<file path="config.mk">
export PLATFORM = sky130hd
export DESIGN_NAME = dcm_ps_driver
export DESIGN_NICKNAME = d
export VERILOG_FILES = /design/src/rtl/dcm_ps_driver_pkg.sv /design/src/rtl/dcm_ps_driver_timeout.sv /design/src/rtl/dcm_ps_driver.sv
export SDC_FILE = /design/constraint.sdc
export NUM_CORES = 1
export LEC_CHECK = 0
export CAP_MARGIN = 40
export CELL_PAD_IN_SITES_DETAIL_PLACEMENT = 2
export CELL_PAD_IN_SITES_GLOBAL_PLACEMENT = 2
export CORE_UTILIZATION = 31
export DETAILED_ROUTE_END_ITERATION = 10
export MAX_ROUTING_LAYER = met4
export PLACE_DENSITY_LB_ADDON = 0.1
export SLEW_MARGIN = 40
export SYNTH_ARGS = -nofsm -noshare
export SYNTH_HDL_FRONTEND = slang
export SYNTH_SLANG_ARGS = --single-unit
</file>
<file path="constraint.sdc">
create_clock -name clk -period 2.69 [get_ports clk]
set_input_delay 0.538 -clock clk [delete_from_list [all_inputs] [get_ports clk]]
set_output_delay 0.538 -clock clk [all_outputs]
set_load 0.005 [all_outputs]
</file>
<file path="src/rtl/dcm_ps_driver_pkg.sv">
// Shared types and constants for the DCM dynamic phase-shift driver.
// State encodings, counter/position widths and the saturating position step.
package dcm_ps_driver_pkg;

  localparam int unsigned PS_CNT_W  = 7;
  localparam int unsigned PS_POS_W  = 9;
  localparam int unsigned GAP_CNT_W = 4;
  localparam int unsigned TMO_CNT_W = 10;

  typedef enum logic [2:0] {
    ST_IDLE  = 3'd0,
    ST_ISSUE = 3'd1,
    ST_WAIT  = 3'd2,
    ST_GAP   = 3'd3,
    ST_DONE  = 3'd4
  } ps_state_t;

  // Request latched at acceptance: direction plus steps still to execute.
  typedef struct packed {
    logic                dir;
    logic [PS_CNT_W-1:0] remaining;
  } ps_req_t;

  localparam logic signed [PS_POS_W-1:0] POS_ONE = PS_POS_W'(1);

  // One step of the net phase position, clamped to +/-lim.
  function automatic logic signed [PS_POS_W-1:0] ps_pos_step(
    input logic signed [PS_POS_W-1:0] pos,
    input logic                       dir,
    input logic signed [PS_POS_W-1:0] lim
  );
    logic signed [PS_POS_W-1:0] res;
    res = pos;
    if (dir) begin
      if (pos < lim) res = pos + POS_ONE;
    end else begin
      if (pos > -lim) res = pos - POS_ONE;
    end
    return res;
  endfunction

endpackage

</file>
<file path="src/rtl/dcm_ps_driver_timeout.sv">
// PSDONE watchdog for dcm_ps_driver; only built when PS_TIMEOUT_EN is defined.
// Counts enabled cycles since the last clear and flags when TMO cycles have elapsed.
`ifdef PS_TIMEOUT_EN
module ps_timeout_cnt
  import dcm_ps_driver_pkg::*;
#(
  parameter int unsigned TMO = 1023
) (
  input  logic clk,
  input  logic rst,
  input  logic clr,
  input  logic en,
  output logic expired
);

  logic [TMO_CNT_W-1:0] cnt;

  always_ff @(posedge clk) begin
    if (rst || clr) begin
      cnt <= '0;
    end else if (en && !expired) begin
      cnt <= cnt + TMO_CNT_W'(1);
    end
  end

  // High during the TMO-th enabled cycle so the FSM can leave on that edge.
  assign expired = en && (cnt == TMO_CNT_W'(TMO - 1));

endmodule
`endif

</file>
<file path="src/rtl/dcm_ps_driver.sv">
// Drives the DCM dynamic phase-shift port one step at a time for the sync controller.
// Optional PSDONE watchdog is enabled by defining PS_TIMEOUT_EN.
module dcm_ps_driver
  import dcm_ps_driver_pkg::*;
#(
  parameter int unsigned GAP_CYCLES = 4,
  parameter int unsigned PS_MAX     = 255
`ifdef PS_TIMEOUT_EN
  ,
  parameter int unsigned PSDONE_TMO = 1023
`endif
) (
  input  logic                       clk,
  input  logic                       rst,
  input  logic                       adj,
  input  logic                       inc_dec,
  input  logic [PS_CNT_W-1:0]        ps_cycles,
  input  logic                       dcm_locked,
  input  logic                       dcm_psdone,
  output logic                       dcm_psen,
  output logic                       dcm_psincdec,
  output logic                       psen,
  output logic                       ps_end,
  output logic                       busy,
  output logic signed [PS_POS_W-1:0] ps_pos,
  output logic                       err
);

  localparam logic signed [PS_POS_W-1:0] POS_LIM   = PS_POS_W'(PS_MAX);
  localparam logic [GAP_CNT_W-1:0]       GAP_RELOAD = GAP_CNT_W'(GAP_CYCLES - 1);

  ps_state_t            state;
  ps_req_t              req;
  logic [GAP_CNT_W-1:0] gap_cnt;
  logic                 tmo_expired;

`ifdef PS_TIMEOUT_EN
  ps_timeout_cnt #(
    .TMO(PSDONE_TMO)
  ) u_tmo (
    .clk    (clk),
    .rst    (rst),
    .clr    (state == ST_ISSUE),
    .en     (state == ST_WAIT),
    .expired(tmo_expired)
  );
`else
  assign tmo_expired = 1'b0;
`endif

  // Direction is held in the request register, so it cannot move mid-step.
  assign dcm_psincdec = req.dir;

  // Outputs are registered alongside the state they belong to.
  always_ff @(posedge clk) begin
    if (rst) begin
      state    <= ST_IDLE;
      req      <= '0;
      gap_cnt  <= '0;
      dcm_psen <= 1'b0;
      psen     <= 1'b0;
      ps_end   <= 1'b0;
      busy     <= 1'b0;
      ps_pos   <= '0;
      err      <= 1'b0;
    end else begin
      dcm_psen <= 1'b0;
      psen     <= 1'b0;
      ps_end   <= 1'b0;

      case (state)
        ST_IDLE: begin
          if (adj && dcm_locked) begin
            req.dir       <= inc_dec;
            req.remaining <= (ps_cycles == '0) ? PS_CNT_W'(1) : ps_cycles;
            state         <= ST_ISSUE;
            dcm_psen      <= 1'b1;
            psen          <= 1'b1;
            busy          <= 1'b1;
          end
        end

        ST_ISSUE: begin
          if (!dcm_locked) begin
            err    <= 1'b1;
            ps_end <= 1'b1;
            state  <= ST_DONE;
          end else begin
            state <= ST_WAIT;
          end
        end

        // Lock loss outranks a coincident PSDONE; PSDONE outranks the watchdog.
        ST_WAIT: begin
          if (!dcm_locked) begin
            err    <= 1'b1;
            ps_end <= 1'b1;
            state  <= ST_DONE;
          end else if (dcm_psdone) begin
            req.remaining <= req.remaining - PS_CNT_W'(1);
            ps_pos        <= ps_pos_step(ps_pos, req.dir, POS_LIM);
            if (req.remaining == PS_CNT_W'(1)) begin
              ps_end <= 1'b1;
              state  <= ST_DONE;
            end else begin
              gap_cnt <= GAP_RELOAD;
              state   <= ST_GAP;
            end
          end else if (tmo_expired) begin
            err    <= 1'b1;
            ps_end <= 1'b1;
            state  <= ST_DONE;
          end
        end

        ST_GAP: begin
          if (!dcm_locked) begin
            err    <= 1'b1;
            ps_end <= 1'b1;
            state  <= ST_DONE;
          end else if (gap_cnt == '0) begin
            dcm_psen <= 1'b1;
            psen     <= 1'b1;
            state    <= ST_ISSUE;
          end else begin
            gap_cnt <= gap_cnt - GAP_CNT_W'(1);
          end
        end

        ST_DONE: begin
          busy  <= 1'b0;
          state <= ST_IDLE;
        end

        default: begin
          busy  <= 1'b0;
          state <= ST_IDLE;
        end
      endcase
    end
  end

endmodule
</file>
* Word level (Yosys, flattened, before mapping)
Cells that the tools add are included.
** Operators by class
- Reductions and logical operators :: 16
- Mux-type cells :: 33
- Magnitude comparators :: 2
- Equality and inequality tests :: 13
- Bitwise gates (word level) :: 2
- Add/sub/neg operators :: 4
** Operator list (number)
- $mux W7 :: 4
- $mux W9 :: 3
- $mux W3 :: 7
- $mux W4 :: 5
- $pmux W7 S2 :: 1
- $ne A2 B2 Y1 const B :: 6
- $pmux W3 S4 :: 1
- $add A9 B2 Y9 const B :: 1
- $gt A9 B9 Y1 const B :: 1
- $lt A9 B9 Y1 const B :: 1
- $sub A9 B2 Y9 const B :: 1
- $mux W1 :: 8
- $pmux W4 S2 :: 1
- $eq A7 B1 Y1 const B :: 1
- $logic_not A7 Y1 :: 1
- $sub A7 B1 Y7 const B :: 1
- $eq A3 B2 Y1 const B :: 2
- $ne A3 B3 Y1 const B :: 2
- $pmux W1 S2 :: 3
- $reduce_and A2 Y1 :: 3
- $reduce_and A6 Y1 :: 1
- $reduce_bool A2 Y1 :: 3
- $reduce_and A5 Y1 :: 1
- $logic_not A4 Y1 :: 1
- other kinds (10) :: 11
** Storage, ports and cells
- Input bits :: 13
- Logic and storage cells :: 79
- Register bits after elaboration :: 28
- Output and inout bits :: 15

* Longest topological paths before layout
Gate-level depths: netlist (run 1).
- Depth in word-level cells :: 5
- Mapped depth :: 7

* Least setup slack after synthesis (run 1)
OpenSTA, ideal clock, no wires.
- Kind :: reg-to-reg
- Start :: register req, in the netlist dcm_psincdec
- End :: register ps_pos[8]
- Clock period less this slack :: 1991 ps
- Buffers on the path :: 0
- Required time :: 2573 ps
- Data arrival time :: 1874 ps
- Stages on the path, launching flop included :: 8
- Setup slack :: 699 ps
- Cells stage by stage :: dfxtp_1 -> inv_1 -> ha_1 -> nor2b_1 -> o31ai_1 -> a31o_2 -> o21ai_0 -> o2bb2ai_1
** On the way
- Longest elaborated chain between the ends :: 2
- Elaborated cells between the ends (all ways) :: 4
** Ends and longest elaborated chain
- start, declared :: RTL line dcm_ps_driver.sv:33 : ps_req_t req;
- $ne A2 B1 Y1 (no line) / $reduce_bool A2 Y1 (equally long branches)
- $reduce_and A5 Y1 (no line)
- end signal, assigned :: RTL line dcm_ps_driver.sv:101 : ps_pos <= ps_pos_step(ps_pos, req.dir, POS_LIM);
- end, declared :: RTL line dcm_ps_driver.sv:25 : output logic signed [PS_POS_W-1:0] ps_pos,
Parallel ways exist; a longest one is shown, timed or not.
A chain may end at the register's enable or synchronous reset.

* Final worst setup path (run 1)
Ends and elaborated chain as after synthesis.

==> results of run 1 <==
cells by family (layout without fill, tap and decap cells):
group	after synthesis	in the layout	synth area share [%]
adder cells (fa/ha/maj)	12	12	8.780
buffers and inverters	21	45	6.202
flip-flops	28	28	31.22
AND/OR/NAND/NOR	79	79	23.48
AO/OA/AOI/OAI	70	70	26.20
multiplexers	3	3	1.673
XOR/XNOR	5	5	2.439
flip-flops by register name (all words and copies together) (netlist names), 3 cells and up:
name     cells
ps_pos       9
req          7
gap_cnt      4
state        3
synth_stat cells (2+ instances only):
cell type   n
xor2_1      2
nor3_1     11
inv_1      10
o2bb2ai_1   2
o211a_1     3
a211oi_1    7
nand3b_1    3
o22ai_1     2
a22oi_1     2
or3_1       2
o21a_1      2
ha_1       11
buf_4       2
nor2b_1     2
xnor2_1     3
o21ai_0    14
o31ai_1     2
mux2i_1     3
nand3_1     3
o211ai_1    4
a21oi_1    24
buf_6       3
nand2_1    24
nand2b_1    4
buf_2       2
and2_1      2
nor2_1     15
clkbuf_1    4
dfxtp_1    28
and3_1      2
nor3b_1     2
final cells by class:
type,count,area [µm²]
clock buffers,3,41.29
well taps,72,90.09
flip-flops and latches,28,560.5
fillers,641,3379
repair buffers,32,307.8
multi-input cells,169,1124
inverters,10,37.54
where the power goes:
part | total [W] | switching [W] | leakage, nW | internal [W]
logic | 0.000158 | 0.0000801 | 0.491 | 0.0000775
registers | 0.000446 | 0.0000170 | 0.227 | 0.000429
clock network | 0.000229 | 0.000128 | 0.0216 | 0.000101
total | 0.000832 | 0.000225 | 0.740 | 0.000607
worst min-delay path: stages, from the launching register on:
cell and delay [ps]:
dfxtp_1 320, inv_1 50, a21oi_1 50
metal layers:
layer / part of all wire, % / wire, µm
met5: 0 / 0
met4: 0.75 / 37
met3: 2.2 / 109
met2: 49 / 2391
met1: 48 / 2368
metrics by stage:
stage | util, % | hold WS [ps] | instances
after floorplan | - | 442.1 | 218
after CTS | 39.00 | 463.9 | 314
after global routing | 39.00 | 482.3 | 314
after global placement | 38.26 | 442.0 | 311
final | 39.00 | 455.2 | 314
after detailed placement | 38.26 | 449.7 | 311
worst min path at each step:
stage               end  start  slack [ps]  depth (start not counted)
floorplan           err    err         440                          2
global placement    err    err         440                          2
detailed placement  err    err         450                          2
CTS                 err    err         460                          2
global route        err    err         480                          2
finish              err    err         460                          2
==> results.sh, run 1 <==
export IMPL_overflow=0
export IMPL_cp_endpoint="ps_pos[8]"
export IMPL_timing_rr_end="ps_pos[8]"
export IMPL_cap_violations=0
export IMPL_ys_seq_elements=28
export IMPL_worst_slew_pin_slew_ps=551.8
export IMPL_rows=27
export IMPL_setup_tns_ps=0
export IMPL_die_w_um=78.11
export IMPL_grt_usage_pct=17.74
export IMPL_leakage_nw=0.7397
export IMPL_clk_path_buf_depth=2
export IMPL_htreeDepth=1
export IMPL_routed_wl_mm=4.907
export IMPL_crit_required_ps=2860
export IMPL_dp_hpwl_mm=3.808
export IMPL_floorplan_initialDensity_pct=32.41
export IMPL_p_total_w=0.0008322
export IMPL_root_buffer="clkbuf_8"
export IMPL_vias=1661
export IMPL_synthesis_area_um2=1795
export IMPL_syn_to_final_growth_pct=20.35
export IMPL_busiest_layer="met2"
export IMPL_gp_congestion=0.7486
export IMPL_r2r_start="dcm_psincdec"
export IMPL_ys_warnings_count=0
export IMPL_async_reset_ff_share_pct=0
export IMPL_synth_top_area_share_pct=31.22
export IMPL_holdBufCountCts=0
export IMPL_worstSetupPathType="reg2reg"
export IMPL_r2r_slack_ps=550
export IMPL_synth_nets=243
export IMPL_grt_pass1_vias=1728
export IMPL_io_pins=28
export IMPL_grt_max_degree=17
export IMPL_synth_distinct_cells=49
export IMPL_post_cts_buffers=0
export IMPL_final_common_cell="dfxtp_1"
export IMPL_wl_per_cell_um=15.63
export IMPL_outcome="complete, no violations"
export IMPL_ant_nets=0
export IMPL_ys_seq_area_share_pct=31.22
export IMPL_fmax_ghz=0.4667
export IMPL_critPathLaunch="dcm_psincdec"
export IMPL_placed_area_um2=2120
export IMPL_critPathTopFamily="compound AO/OA/AOI/OAI gates"
export IMPL_syn_avg_cell_area_um2=8.236
export IMPL_drt_pass1_iter_count=4
export IMPL_cp_depth=7
export IMPL_drive_gt1_share_pct=7.025
export IMPL_path_buf_inv=1
export IMPL_worst_setup_path_end_kind="flop"
export IMPL_clkSlewWorstSetupHoldPaths_ps=100
export IMPL_finalSetupViolations=0
export IMPL_synth_flop_cell="dfxtp_1"
export IMPL_synth_top_cell_by_area="dfxtp_1"
export IMPL_avgViaCountPerCell=5.290
export IMPL_grt_pass1_wl_mm=8.369
export IMPL_final_cell_mix="28 x dfxtp_1, 27 x clkdlybuf4s50_1, 24 x nand2_1, 24 x a21oi_1, 15 x nor2_1"
export IMPL_fin_area_um2=2161
export IMPL_cts_sinks=28
export IMPL_critPathLaunchType="flop"
export IMPL_clk_latency_ps=270
export IMPL_cts_tree="yes"
export IMPL_grt_use_met1_pct=22.44
export IMPL_critPathArrivalTime_ps=2310
export IMPL_grt_util_met2_pct=29.82
export IMPL_setup_slack_ps=547.1
export IMPL_ys_top_cells_by_area="dfxtp_1 31%, ha_1 7.7%, a21oi_1 6.7%"
export IMPL_critical_path_max_fanout=9
export IMPL_antennaDiodeCount=0
export IMPL_syn_instance_count=218
export IMPL_rsz0062_at_grt="false"
export IMPL_pre_cts_ws_ps=352.9
export IMPL_grt_util_met3_pct=1.744
export IMPL_crit_chain="inv_1, ha_1, nor2b_1, o31ai_1, a31o_2, o21ai_0, o2bb2ai_1"
export IMPL_cts_buffers=3
export IMPL_synth_edff_count=0
export IMPL_finalCritPeriodShare_pct=79.66
export IMPL_first_iter_violations=41
export IMPL_max_slew_margin_pct=62.90
export IMPL_nets=269
export IMPL_io_buffers=27
export IMPL_drcViolationCount=0
export IMPL_core_area_um2=5540
export IMPL_r2r_cells=7
export IMPL_cts_resized=0
export IMPL_die_h_um=78.11
export IMPL_hp_class="reg2reg"
export IMPL_fin_crit_ps=2143
export IMPL_critical_path_max_stage_delay_ps=470
export IMPL_peakVddDrop_mv=0.1860
export IMPL_fin_skew_ps=4.814
export IMPL_hold_viol=0
export IMPL_dieArea_um2=6100
export IMPL_antenna_found_initial=0
export IMPL_slowest_stage="o31ai_1"
export IMPL_slew_viol_final=0
export IMPL_power_density_nw_per_um2=385.1
No activity file was read; power rests on OpenSTA's default activity.
==> run 2: changes to the inputs <==
--- a/config.mk
+++ b/config.mk
@@ -8,7 +8,7 @@
 export CAP_MARGIN = 40
 export CELL_PAD_IN_SITES_DETAIL_PLACEMENT = 2
 export CELL_PAD_IN_SITES_GLOBAL_PLACEMENT = 2
-export CORE_UTILIZATION = 31
+export CORE_UTILIZATION = 28
 export DETAILED_ROUTE_END_ITERATION = 10
 export MAX_ROUTING_LAYER = met4
 export PLACE_DENSITY_LB_ADDON = 0.1
==> constraint.sdc (replaced) <==
create_clock -name clk -period 1.9 [get_ports clk]
set_input_delay 0.38 -clock clk [delete_from_list [all_inputs] [get_ports clk]]
set_output_delay 0.38 -clock clk [all_outputs]
set_load 0.005 [all_outputs]
==> run 2 against run 1 <==
Against the previous run:
- combinational power up 67%
- count of clock-buffer cells in the layout unchanged
- critical path depth down 4
- sequential share of layout area down 2.6 points
- non-clock buffer count up 18
- sequential cell count unchanged
- register-to-register slack worse by 450 ps
- critical endpoint is now dcm_psincdec
- worst hold slack better by 10 ps
- final area up 12%
- first-iteration DRC count up 27%
- routed wire length up 16%
- sequential power up 41%
==> results.sh, run 2 (same netlist as run 1, synthesis figures left out) <==
export IMPL_drcViolationCount=0
export IMPL_grt_usage_pct=19.86
export IMPL_fin_skew_ps=8.327
export IMPL_nets=287
export IMPL_finalSetupViolations=0
export IMPL_drt_pass1_iter_count=4
export IMPL_slew_viol_final=0
export IMPL_worstSetupPathType="reg2out"
export IMPL_critical_path_max_fanout=6
export IMPL_p_total_w=0.001392
export IMPL_routed_wl_mm=5.681
export IMPL_timing_rr_end="ps_pos[8]"
export IMPL_largest_reg_flops=9
export IMPL_drive_gt1_share_pct=19.16
export IMPL_clk_path_buf_depth=2
export IMPL_rsz0062_at_grt="false"
export IMPL_hold_viol=0
export IMPL_fin_crit_ps=1802
export IMPL_avgViaCountPerCell=5.253
export IMPL_outcome="complete, no violations"
export IMPL_dp_cells=330
export IMPL_leakage_nw=0.8601
export IMPL_holdPathEnd="err"
export IMPL_root_buffer="clkbuf_8"
export IMPL_syn_to_final_growth_pct=34.42
export IMPL_antenna_found_initial=0
export IMPL_setup_slack_ps=97.71
export IMPL_io_pins=28
export IMPL_grt_max_degree=17
export IMPL_cts_sinks=28
export IMPL_cap_violations=0
export IMPL_final_cell_mix="27 x clkdlybuf4s50_1, 26 x dfxtp_1, 24 x nand2_1"
export IMPL_die_h_um=82.08
export IMPL_peakVddDrop_mv=0.2461
export IMPL_clk_latency_ps=290
export IMPL_wl_per_cell_um=16.91
export IMPL_holdPathStages=2
export IMPL_overflow=0
export IMPL_r2r_slack_ps=100
export IMPL_floorplan_initialDensity_pct=29.62
export IMPL_vias=1765
export IMPL_fmax_ghz=0.5549
export IMPL_hp_class="reg2reg"
export IMPL_antennaDiodeCount=0
export IMPL_gp_congestion=0.8063
export IMPL_grt_pass1_vias=1924
export IMPL_max_slew_margin_pct=68.20
export IMPL_critPathArrivalTime_ps=1420
export IMPL_io_buffers=27
export IMPL_clkSlewWorstSetupHoldPaths_ps=110
export IMPL_cts_tree="yes"
export IMPL_finalCritPeriodShare_pct=94.86
export IMPL_power_density_nw_per_um2=576.6
export IMPL_cts_buffers=3
export IMPL_final_util_pct=39.82
export IMPL_dp_hpwl_mm=4.285
export IMPL_hp_start="err"
export IMPL_holdBufCountCts=0
export IMPL_reg_top3="ps_pos (9), req (7), gap_cnt (4)"
export IMPL_top_register="ps_pos"
export IMPL_final_common_cell="clkdlybuf4s50_1"
export IMPL_worst_setup_path_end_kind="output pin"
export IMPL_r2r_start="dcm_psincdec"
export IMPL_core_area_um2=6061
export IMPL_fin_cells=336
export IMPL_r2r_cells=8
export IMPL_pre_cts_ws_ps=-137.4
export IMPL_first_iter_violations=52
export IMPL_critPathLaunchType="flop"
export IMPL_rows=28
export IMPL_grt_pass1_wl_mm=9.749
export IMPL_crit_required_ps=1520
export IMPL_ant_nets=0
export IMPL_die_w_um=82.08
export IMPL_holdWs_ps=465.5
export IMPL_dieArea_um2=6736
export IMPL_worst_slew_pin_slew_ps=475.0
export IMPL_htreeDepth=1
run 2: cell type report:
cell class | count | area (µm²)
Sequential cell | 28 | 563.0
Fill cell | 702 | 3647
Clock inverter | 1 | 30.03
Inverter | 10 | 40.04
Tap cell | 75 | 93.84
Multi-Input combinational cell | 169 | 1186
Clock buffer | 3 | 41.29
Timing Repair Buffer | 50 | 459.2
run 2: power breakdown:
part	leakage, nW	internal [W]	switching (W)
clock	0.0357	0.000283	0.000215
sequential	0.228	0.000608	0.0000223
combinational	0.596	0.000133	0.000131
run 2: stage by stage:
step                      cell area, µm²  TNS, ps
after CTS                           2365        0
after global routing                2414        0
after global placement              2261   -458.3
final                               2414        0
after detailed placement            2261    -1253
after floorplan                     1800        0
run 2: per-layer routing:
layer / share of wire, % / track usage, %
met5: 0 / -
met4: 1.6 / 7.018
met3: 2.0 / 2.000
met2: 49 / 33.80
met1: 48 / 24.22
run 2: worst max path at each step:
stage / start / end / slack (ps)
finish: dcm_psincdec / dcm_psincdec / 100
global route: dcm_psincdec / ps_pos[5] / 0.02
CTS: dcm_psincdec / ps_pos[8] / 20
detailed placement: dcm_psdone / ps_pos[7] / -140
global placement: dcm_psdone / ps_pos[7] / -70
floorplan: dcm_psincdec / ps_pos[7] / 20
run 2: critical path, stage by stage, from the launching register on:
cell and delay [ps]:
dfxtp_2 370, buf_4 150, buf_6 130, clkdlybuf4s50_1 500
run 2: what timing repair did:
| item | in CTS | in global routing |
|---|---|---|
| setup endpoints to repair | 3 | 6 |
| buffers inserted | 2 | 0 |
| pin swaps | 1 | 0 |
| gates resized for setup | 4 | 13 |
| cloned | 0 | 0 |
==> run 3: changes to the inputs <==
--- a/config.mk
+++ b/config.mk
@@ -12,6 +12,7 @@
 export DETAILED_ROUTE_END_ITERATION = 10
 export MAX_ROUTING_LAYER = met4
 export PLACE_DENSITY_LB_ADDON = 0.1
+export RECOVER_POWER = 50
 export SLEW_MARGIN = 40
 export SYNTH_ARGS = -nofsm -noshare
 export SYNTH_HDL_FRONTEND = slang
==> run 3 against run 2 <==
Against the previous run:
- total power decreased by 0.47%
- cell count unchanged
- count of clock-buffer cells in the layout unchanged
- non-clock buffer count unchanged
- sequential share of layout area increased by 0.12 points
- critical endpoint unchanged
- worst hold slack got worse by 3.1 ps
- clock power about the same
- die area unchanged
- largest cell class unchanged
- clock skew about the same
- combinational power decreased by 2%
==> results.sh, run 3 (same netlist as run 1, synthesis figures left out) <==
export IMPL_outcome="complete, no violations"
export IMPL_sw_frac_of_total_pct=26.48
export IMPL_cts_buffers=3
export IMPL_r2r_start="dcm_psincdec"
export IMPL_placed_area_um2=2261
export IMPL_clkSlewWorstSetupHoldPaths_ps=110
export IMPL_cap_violations=0
export IMPL_hp_start="err"
export IMPL_drive_gt1_share_pct=18.01
export IMPL_power_density_nw_per_um2=578.1
export IMPL_fill_cells=705
export IMPL_dr_wl_met2_mm=2.762
export IMPL_vias=1765
export IMPL_highest_layer="met4"
export IMPL_top_register="ps_pos"
export IMPL_rows=28
export IMPL_drcViolationCount=0
export IMPL_die_w_um=82.08
export IMPL_crit_required_ps=1520
export IMPL_r2r_slack_ps=100
export IMPL_grt_pass1_wl_mm=9.749
export IMPL_holdBufCountCts=0
export IMPL_critical_path_max_fanout=6
export IMPL_worst_setup_path_end_kind="output pin"
export IMPL_finalSetupViolations=0
export IMPL_largest_reg_flops=9
export IMPL_critPathLaunchType="flop"
export IMPL_pre_cts_ws_ps=-137.4
export IMPL_slowest_stage="clkdlybuf4s50_1"
export IMPL_setup_tns_ps=0
export IMPL_timing_rr_end="ps_pos[8]"
export IMPL_antenna_found_initial=0
export IMPL_leakage_nw=0.8689
export IMPL_routed_wl_mm=5.671
export IMPL_peakVddDrop_mv=0.2457
export IMPL_core_area_um2=6061
export IMPL_critical_path_max_stage_delay_ps=500
export IMPL_hold_viol=0
export IMPL_wl_met1_mm=2.703
export IMPL_internal_power_w=0.001018
export IMPL_rsz0062_at_grt="false"
export IMPL_setup_slack_ps=97.90
export IMPL_final_common_cell="dfxtp_1"
export IMPL_r2r_cells=8
export IMPL_worstSetupPathType="reg2out"
export IMPL_combPwrFrac_pct=18.6
export IMPL_finalCritPeriodShare_pct=94.85
export IMPL_nets=287
export IMPL_holdPathStages=2
export IMPL_io_pins=28
export IMPL_root_buffer="clkbuf_8"
export IMPL_clk_latency_ps=290
export IMPL_avgViaCountPerCell=5.253
export IMPL_antennaDiodeCount=0
export IMPL_worst_slew_pin_slew_ps=475.2
export IMPL_critPathArrivalTime_ps=1420
export IMPL_cts_tree="yes"
export IMPL_syn_to_final_growth_pct=33.45
export IMPL_overflow=0
export IMPL_fin_area_um2=2396
export IMPL_wl_per_cell_um=16.88
export IMPL_fin_crit_ps=1802
export IMPL_fmax_ghz=0.5549
export IMPL_cts_sinks=28
export IMPL_grt_pass1_vias=1924
export IMPL_wl_met3_um=116
export IMPL_io_buffers=27
export IMPL_grt_usage_pct=19.86
export IMPL_gp_congestion=0.8063
export IMPL_pwr_share_seq_pct=45.4
export IMPL_power_frac_clock_pct=35.9
export IMPL_grt_max_degree=17
export IMPL_reg_top3="ps_pos (9), req (7), gap_cnt (4)"
export IMPL_regArea_um2=561.8
export IMPL_power_switching_w=0.0003668
export IMPL_drt_pass1_iter_count=4
export IMPL_fin_skew_ps=8.359
export IMPL_ant_nets=0
export IMPL_holdPathEnd="err"
export IMPL_htreeDepth=1
export IMPL_first_iter_violations=52
export IMPL_hp_class="reg2reg"
export IMPL_max_slew_margin_pct=68.18
export IMPL_crit_chain="buf_4, buf_6, clkdlybuf4s50_1"
export IMPL_final_cell_mix="27 x dfxtp_1, 24 x nand2_1, 23 x a21oi_1"
export IMPL_dieArea_um2=6736
export IMPL_dp_hpwl_mm=4.285
export IMPL_multiInputGateArea_um2=1177
export IMPL_slew_viol_final=0
export IMPL_die_h_um=82.08
export IMPL_floorplan_initialDensity_pct=29.62
export IMPL_clk_path_buf_depth=2
-- run 3: cell types whose count changed in the layout (fill, tap and decap cells not counted) --
| cell | change |
|---|---|
| nor4b_4 | -1 |
| clkdlybuf4s50_1 | -8 |
| nor4b_2 | +1 |
| dfxtp_1 | +1 |
| buf_4 | -2 |
| dfxtp_2 | -1 |
| clkbuf_1 | +2 |
| dlygate4sd3_1 | +8 |
-- run 3: through the flow --
stage                     instances  utilization, %  hold WS [ps]  power (W)
after global routing            336           39.53         476.0   0.001455
after floorplan                 218               -         442.1  0.0007871
final                           336           39.53         462.3   0.001385
after CTS                       336           39.02         464.6   0.001394
after global placement          330           37.30         435.3  0.0008888
after detailed placement        330           37.30         448.0  0.0008965
-- run 3: repair_timing --
action / in CTS / in global routing
hold endpoints to repair: 0 / 0
setup endpoints to repair: 3 / 6
buffers inserted: 2 / 0
pin swaps: 1 / 0
resized for setup: 4 / 13
-- run 3: how the worst max path moves through the flow --
| stage | from | endpoint | slack [ps] | depth (start not counted) |
|---|---|---|---|---|
| finish | dcm_psincdec | dcm_psincdec | 100 | 3 |
| global route | dcm_psincdec | ps_pos[5] | 0.02 | 8 |
| CTS | dcm_psincdec | ps_pos[8] | 20 | 8 |
| detailed placement | dcm_psdone | ps_pos[7] | -140 | 7 |
| global placement | dcm_psdone | ps_pos[7] | -70 | 7 |
| floorplan | dcm_psincdec | ps_pos[7] | 20 | 7 |
-- run 3: layer usage --
layer	vias up	global-route usage [%]
met5	-	-
met1	857	24.22
li1	878	-
met2	26	33.80
met3	4	2.000
met4	0	7.018
-- run 3: critical path: cells and delay by family, from the launching register on --
kind     cells  cell delay (ps)
buf+inv      3              780
flops        1              370
-- run 3: power by group through the flow --
| stage | clock network [W] | logic [W] | registers, W |
|---|---|---|---|
| floorplan | 0 | 0.000151 | 0.000636 |
| global placement | 0 | 0.000247 | 0.000642 |
| detailed placement | 0 | 0.000253 | 0.000643 |
| CTS | 0.000504 | 0.000261 | 0.000630 |
| global route | 0.000532 | 0.000290 | 0.000633 |
| finish | 0.000498 | 0.000258 | 0.000629 |
-- run 3: final cells by class --
class	count	area share (%)
clock buffer	3	1.723
inverter	10	1.671
tap	75	3.916
timing repair buffer	50	18.85
multi-input combinational	169	49.14
clock inverter	1	1.253
sequential	28	23.45
